[config.mk]
export PLATFORM = sky130hd
export DESIGN_NAME = bcd_down_counter_flat
export DESIGN_NICKNAME = d
export VERILOG_FILES = /design/src/rtl/bcd_down_counter_if.sv /design/src/rtl/bcd_down_counter.sv /design/src/flat_wrapper.sv
export SDC_FILE = /design/constraint.sdc
export NUM_CORES = 1
export LEC_CHECK = 0
export BUFFER_PORTS_ARGS = -buffer_cell sky130_fd_sc_hd__buf_4
export CORE_AREA = 2 2 39 41
export CTS_CLUSTER_DIAMETER = 60
export DETAILED_ROUTE_END_ITERATION = 12
export DIE_AREA = 0 0 41 43
export MAX_ROUTING_LAYER = met4
export PLACE_DENSITY = 0.72
export RECOVER_POWER = 100
export SYNTH_ARGS = -nofsm -noshare
export SYNTH_HDL_FRONTEND = slang
export SYNTH_SLANG_ARGS = --single-unit
[constraint.sdc]
create_clock -name clock -period 1.72 [get_ports clock]
set_input_delay 0.172 -clock clock [delete_from_list [all_inputs] [get_ports clock]]
set_output_delay 0.172 -clock clock [all_outputs]
set_load 0.02 [all_outputs]
[src/rtl/bcd_down_counter_if.sv]
// Load/count bundle for the BCD down counter.
// master drives the load and enable side; slave is the counter itself.
interface bcd_down_counter_if #(
    parameter int unsigned DIGITS = 2
);
    logic                  load;
    logic [4*DIGITS-1:0]   load_value;
    logic                  enable;
    logic [4*DIGITS-1:0]   count;
    logic                  zero;
    logic                  tc;
    logic                  load_err;

    modport master (
        output load, load_value, enable,
        input  count, zero, tc, load_err
    );

    modport slave (
        input  load, load_value, enable,
        output count, zero, tc, load_err
    );
endinterface

[src/rtl/bcd_down_counter.sv]
// Multi-digit packed-BCD down counter with clamped parallel load, zero flag and tc pulse.
// Optional feature: define BCD_DOWN_AUTO_RELOAD_EN to reload the last loaded value at zero.
module bcd_down_counter #(
    parameter int unsigned DIGITS = 2
) (
    input logic              clock,
    input logic              clear,
    bcd_down_counter_if.slave bus
);
    localparam int unsigned W = 4 * DIGITS;

    logic [W-1:0] count_q, count_d;
    logic [W-1:0] clamped;
    logic [W-1:0] decremented;
    logic         bad_digit;
    logic         borrow;
    logic         tc_q, tc_d;
    logic         load_err_q, load_err_d;
`ifdef BCD_DOWN_AUTO_RELOAD_EN
    logic [W-1:0] reload_q, reload_d;
`endif

    // Out-of-range digits are forced to 9 so the count never holds a non-BCD digit.
    always_comb begin
        clamped   = '0;
        bad_digit = 1'b0;
        for (int unsigned i = 0; i < DIGITS; i++) begin
            if (bus.load_value[4*i +: 4] > 4'd9) begin
                clamped[4*i +: 4] = 4'd9;
                bad_digit         = 1'b1;
            end else begin
                clamped[4*i +: 4] = bus.load_value[4*i +: 4];
            end
        end
    end

    always_comb begin
        decremented = count_q;
        borrow      = 1'b1;
        for (int unsigned i = 0; i < DIGITS; i++) begin
            if (borrow) begin
                if (count_q[4*i +: 4] == 4'd0) begin
                    decremented[4*i +: 4] = 4'd9;
                end else begin
                    decremented[4*i +: 4] = count_q[4*i +: 4] - 4'd1;
                    borrow                = 1'b0;
                end
            end
        end
    end

    always_comb begin
        count_d    = count_q;
        tc_d       = 1'b0;
        load_err_d = 1'b0;
`ifdef BCD_DOWN_AUTO_RELOAD_EN
        reload_d   = reload_q;
`endif
        if (bus.load) begin
            count_d    = clamped;
            load_err_d = bad_digit;
`ifdef BCD_DOWN_AUTO_RELOAD_EN
            reload_d   = clamped;
`endif
        end else if (bus.enable) begin
            if (count_q != '0) begin
                count_d = decremented;
                tc_d    = (count_q == W'(1));
            end else begin
`ifdef BCD_DOWN_AUTO_RELOAD_EN
                // A zero reload value reproduces the plain hold-at-zero behaviour.
                count_d = reload_q;
`else
                count_d = count_q;
`endif
            end
        end
    end

    always_ff @(posedge clock or posedge clear) begin
        if (clear) begin
            count_q    <= '0;
            tc_q       <= 1'b0;
            load_err_q <= 1'b0;
`ifdef BCD_DOWN_AUTO_RELOAD_EN
            reload_q   <= '0;
`endif
        end else begin
            count_q    <= count_d;
            tc_q       <= tc_d;
            load_err_q <= load_err_d;
`ifdef BCD_DOWN_AUTO_RELOAD_EN
            reload_q   <= reload_d;
`endif
        end
    end

    assign bus.count    = count_q;
    assign bus.zero     = (count_q == '0);
    assign bus.tc       = tc_q;
    assign bus.load_err = load_err_q;
endmodule

[src/flat_wrapper.sv]
// flat-port wrapper written by rule: the top's interface ports become plain ports
module bcd_down_counter_flat 
#(
    parameter int unsigned DIGITS = 2
)
  (clock, clear, bus_load, bus_load_value, bus_enable, bus_count, bus_zero, bus_tc, bus_load_err);
  bcd_down_counter_if #(.DIGITS(DIGITS)) bus_i ();
  input logic clock;
  input logic clear;
  input wire logic [$bits(bus_i.load)-1:0] bus_load;
  input wire logic [$bits(bus_i.load_value)-1:0] bus_load_value;
  input wire logic [$bits(bus_i.enable)-1:0] bus_enable;
  output wire logic [$bits(bus_i.count)-1:0] bus_count;
  output wire logic [$bits(bus_i.zero)-1:0] bus_zero;
  output wire logic [$bits(bus_i.tc)-1:0] bus_tc;
  output wire logic [$bits(bus_i.load_err)-1:0] bus_load_err;
  assign bus_i.load = bus_load;
  assign bus_i.load_value = bus_load_value;
  assign bus_i.enable = bus_enable;
  assign bus_count = bus_i.count;
  assign bus_zero = bus_i.zero;
  assign bus_tc = bus_i.tc;
  assign bus_load_err = bus_i.load_err;
  bcd_down_counter #(.DIGITS(DIGITS)) u_core (.clock(clock), .clear(clear), .bus(bus_i));
endmodule
# Word-level counts from Yosys, hierarchy flattened
# Cells that the tools add are included.
dict set report op_classes {
  n_addsub 2
  mul 0
  div 0
  n_lt_le_gt_ge 2
  n_eq_ne 1
  shifts 0
  mux 15
  n_bitwise 0
  n_reduce_logical 9
}
# cell n
set ops {}
lappend ops {{$mux 8} 3}
lappend ops {{$mux 4} 5}
lappend ops {{$eq 8x1->1 const B} 1}
lappend ops {{$gt 4x4->1 const B} 2}
lappend ops {{$logic_not 4->1} 2}
lappend ops {{$logic_not 8->1} 1}
lappend ops {{$reduce_bool 8->1} 1}
lappend ops {{$sub 4x1->4 const B} 2}
lappend ops {{$mux 1} 7}
lappend ops {{$reduce_bool 2->1} 3}
lappend ops {{$reduce_and 3->1} 1}
lappend ops {{$reduce_and 2->1} 1}
dict set report totals {
  regBits 10
  latch_bits 0
  ram_bits 0
  romBits 0
  out_inout_bits 11
  wordCells 33
  n_memories 0
}

# Depth between registers and ports, before layout
dict set report depth {
  word_depth 6
  ltp_mapped 4
}

# Worst setup path before layout
# Ideal clock, no wire load.
dict set report synth_timing {
  kind {register to output}
  startpoint {register u_core.count_q[3], in the netlist u_core.bus.count[3]}
  endpoint {output port bus_zero}
  arrival_ns 1.464
  required_ns 1.548
  path_slack_ns 0.084
  path_stages_with_launch 4
  cell_sequence {dfrtp_1 -> nor3_1 -> nand2_1 -> nor3_1}
}
dict set report synth_via {
  elab_chain_len 1
}
# element line_no
set synth_lines {}
lappend synth_lines {{from (decl)} bcd_down_counter.sv:12} ;# logic [W-1:0] count_q, count_d;
lappend synth_lines {{from (signal assigned)} bcd_down_counter.sv:89} ;# count_q <= count_d;
lappend synth_lines {{$logic_not 8->1} bcd_down_counter.sv:99} ;# assign bus.zero = (count_q == '0);
lappend synth_lines {{to (decl)} flat_wrapper.sv:14} ;# output wire logic [$bits(bus_i.zero)-1:0] bus_zero;
# No other way between the ends.

# Worst setup path after layout
dict set report layout_timing {
  startpoint {register u_core.count_q[0], in the netlist u_core.bus.count[0]}
  endpoint {register u_core.count_q[3], in the netlist u_core.bus.count[3]}
}
dict set report layout_via {
  elab_chain_len 5
  word_cells_on_any_way 9
  cone_classes {add/sub (1); mux (4); reduce/logical (4)}
}
# element line_no
set layout_lines {}
lappend layout_lines {{$sub 4x1->4 / $logic_not 4->1 (equally long branches)} {bcd_down_counter.sv:45, bcd_down_counter.sv:42}}
lappend layout_lines {{$mux 4} bcd_down_counter.sv:42} ;# if (count_q[4*i +: 4] == 4'd0) begin
lappend layout_lines {{$mux 8} bcd_down_counter.sv:66} ;# if (count_q != '0) begin
lappend layout_lines {{$mux 8} bcd_down_counter.sv:65} ;# end else if (bus.enable) begin
lappend layout_lines {{$mux 8} bcd_down_counter.sv:59} ;# if (bus.load) begin
# Several ways; a longest one is shown, not always the timed one. The select of a mux whose other input is x is not followed.
# A chain may end at the register's enable or synchronous reset.

==> impl_metrics.toml <==
[sta]
finalClockSkew_ns = 0.00495
setup_ws_ns = 0.106
worst_pin_slew_ns = 0.391
finalMaxSlewViolations = 0
tns_ns = 0
relSlewSlack_pct = 73.9
setup_viol = 0
fmax_mhz = 620
period_needed_ns = 1.61
post-route-period-util_pct = 93.8
rsz0062_at_grt = "false"
hold_viol_final = 0

[power_and_ir_drop]
swShare_pct = 33.8
power.internal_mw = 0.403
leakage_nw = 0.333
clkPwrFrac_pct = 26.3
finalPower_mw = 0.608
p_comb_share_pct = 26.1
power_frac_seq_pct = 47.6
vdd_drop_max_v = 0.000358
p_sw_mw = 0.206
power.density_nw_per_um2 = 773

[worst_setup_path]
crit_fanout = 7
cpMaxStageDelayCell = "or3b_1"
cp-end-kind = "flip-flop"
crit_family = "compound AO/OA/AOI/OAI gates"
crit_buf_inv = 0
cp.required_ns = 1.91
critPathMaxStageDelay_ns = 0.51
path_cells = "or3b_1 > a2111o_1 > a31oi_1"
critPathKind = "reg2reg"
start_kind = "flip-flop"
arrival_ns = 1.80

[floorplan]
die_h_um = 43
start_util_pct = 41.5
coreArea_um2 = 1380
rows = 14
ioPinCount = 23
die_w_um = 41
die_area_um2 = 1760

[placed_design]
post_dp_cell_area_um2 = 773
pre_cts_slack_ns = 0.153
globalplace.congestion = 0.878
hpwl_mm = 1.07
port_buffers = 22

[drt]
via_per_inst = 5.64
ant_nets = 0
drt_iter0_drc = 15
wl_per_cell_um = 13.7
firstDrtPassIters = 5
vias = 615
drc = 0
drt-total-wl_mm = 1.49

[finish]
area_delta_synth_final_pct = 37.0
nets = 107
fin_util_pct = 56.9
n_antenna_cell = 0
drive_above_1_share_pct = 22.6
fin_area_um2 = 787

[synth]
netlist_area_um2 = 574
synthCells = 66
yosys.area.top_type = "dfrtp_1"
ys_top_cells_by_area = "dfrtp_1, nand2_1, inv_1"
synth-seq-cells = 10
yosys_warnings = 0
synth_nets = 78
netlist.area_leader.share_pct = 43.6
synth.avg_cell_area_um2 = 8.70
ys_types = 28
ys_seq_area_share_pct = 43.6

[clock_tree]
cts_sinks = 10
postCtsSetupBuffers = 0
clockBufferDepth = 2
clk_pin_slew_ns = 0.07
root_buffer = "clkbuf_4"
cts_buffers = 3
htreeDepth = 1
worstSkewPairLatency_ns = 0.26
cts_tree = "yes"

[grt]
groute.usage.overall_pct = 19.9
grt_first_pass_wirelength_mm = 2.33
grt_overflow = 0
grt_max_degree = 14
grt_pass1_vias = 558
antenna_found_initial = 0

[worst_hold_path]
min_path_type = "in2reg"

[job]
maxCapViolCount = 0

[run_status]
status = "finished clean"
[final cells by class]
type	instances	area (um^2)
timing repair buffer	26	156
sequential	10	250
clock buffer	3	22.5
multi-input combinational	48	315
inverter	6	22.5
tap	16	20.0
fill	143	597
[registers in the layout, indices dropped and copies added (netlist names)]
name and cells:
u_core.bus.count 8, u_core.bus.load_err 1, u_core.bus.tc 1
[cells in the mapped netlist]
library cell and number:
dfrtp_1 10, or2b_2 1, a22oi_1 1, o31a_1 1, o311ai_0 2, or3_1 2, clkbuf_2 1, nand2_1 7
o21ai_0 4, nor4_1 2, or3b_1 1, o2111ai_1 1, and2b_2 1, nand4_1 1, nor2b_1 1, a31oi_1 3
a21oi_1 4, inv_1 6, clkbuf_1 1, nor2_1 4, nor3b_1 2, nand3b_1 2, o41ai_1 1, nand3_1 1
a311o_1 1, nand2b_1 1, nor3_1 3, a2111o_1 1
[power by group through the flow]
stage / registers [mW] / clock network [mW] / logic [mW]
floorplan: 0.310 / 0 / 0.0644
global placement: 0.285 / 0 / 0.169
detailed placement: 0.286 / 0 / 0.171
CTS: 0.283 / 0.162 / 0.174
global route: 0.295 / 0.175 / 0.174
finish: 0.290 / 0.160 / 0.159
[layer usage]
layer / part of all wire (%) / vias up / GRT usage [%]
met3: 5.3 / 2 / 3.66
li1: - / 299 / -
met5: 0 / - / -
met4: 1.0 / 0 / 12.0
met1: 46 / 297 / 24.5
met2: 47 / 17 / 28.7
[placed cells by master, fill, tap and decap left out, types with 2 or more instances in the layout]
cell type / count
or3_1: 2
nand2_1: 7
nor3b_1: 2
o21ai_0: 4
a21oi_1: 4
clkbuf_1: 11
nor4_1: 2
inv_1: 6
dfrtp_1: 10
nand3b_1: 2
clkbuf_4: 5
buf_4: 12
nor3_4: 2
nor2_1: 4
a31oi_1: 3
o311ai_0: 2
[worst min-delay path, stage by stage]
cell	delay (ns)
buf_4	0.08
nand2_1	0.04
o311ai_0	0.07
[worst paths after layout]
check / startpoint / to / slack [ns] / depth (start not counted)
max: u_core.bus.count[0]$_DFFE_PP0P_ / u_core.bus.count[3]$_DFFE_PP0P_ / 0.11 / 3
min: bus_load_value[5] / u_core.bus.count[5]$_DFFE_PP0P_ / 0.15 / 3
max reg2reg: u_core.bus.count[0]$_DFFE_PP0P_ / u_core.bus.count[3]$_DFFE_PP0P_ / 0.11 / 3
min reg2reg: u_core.bus.count[0]$_DFFE_PP0P_ / u_core.bus.tc$_DFF_PP0_ / 0.60 / 2
max in group asynchronous: clear / u_core.bus.count[2]$_DFFE_PP0P_ / 0.99 / 3
min in group asynchronous: clear / u_core.bus.load_err$_DFF_PP0_ / 0.44 / 3
[timing repair]
action                                  CTS  global route
resized for setup                         1             3
hold buffers                              1             0
hold endpoints to repair                 10             0
endpoints found under the setup margin    1             1
[per-stage QoR]
step	hold WS, ns	instances
floorplan	0.0122	66
global placement	0.179	105
detailed placement	0.186	105
CTS	0.130	109
global route	0.150	109
finish	0.152	109
[cells by family after synthesis]
logic type | after synthesis | share of synthesized area (%)
AOI/OAI and AO/OA | 19 | 22.9
and+or+nand+nor | 29 | 28.1
DFF | 10 | 43.6
buffers and inverters | 8 | 5.44
Power figures use the tool's default switching activity.
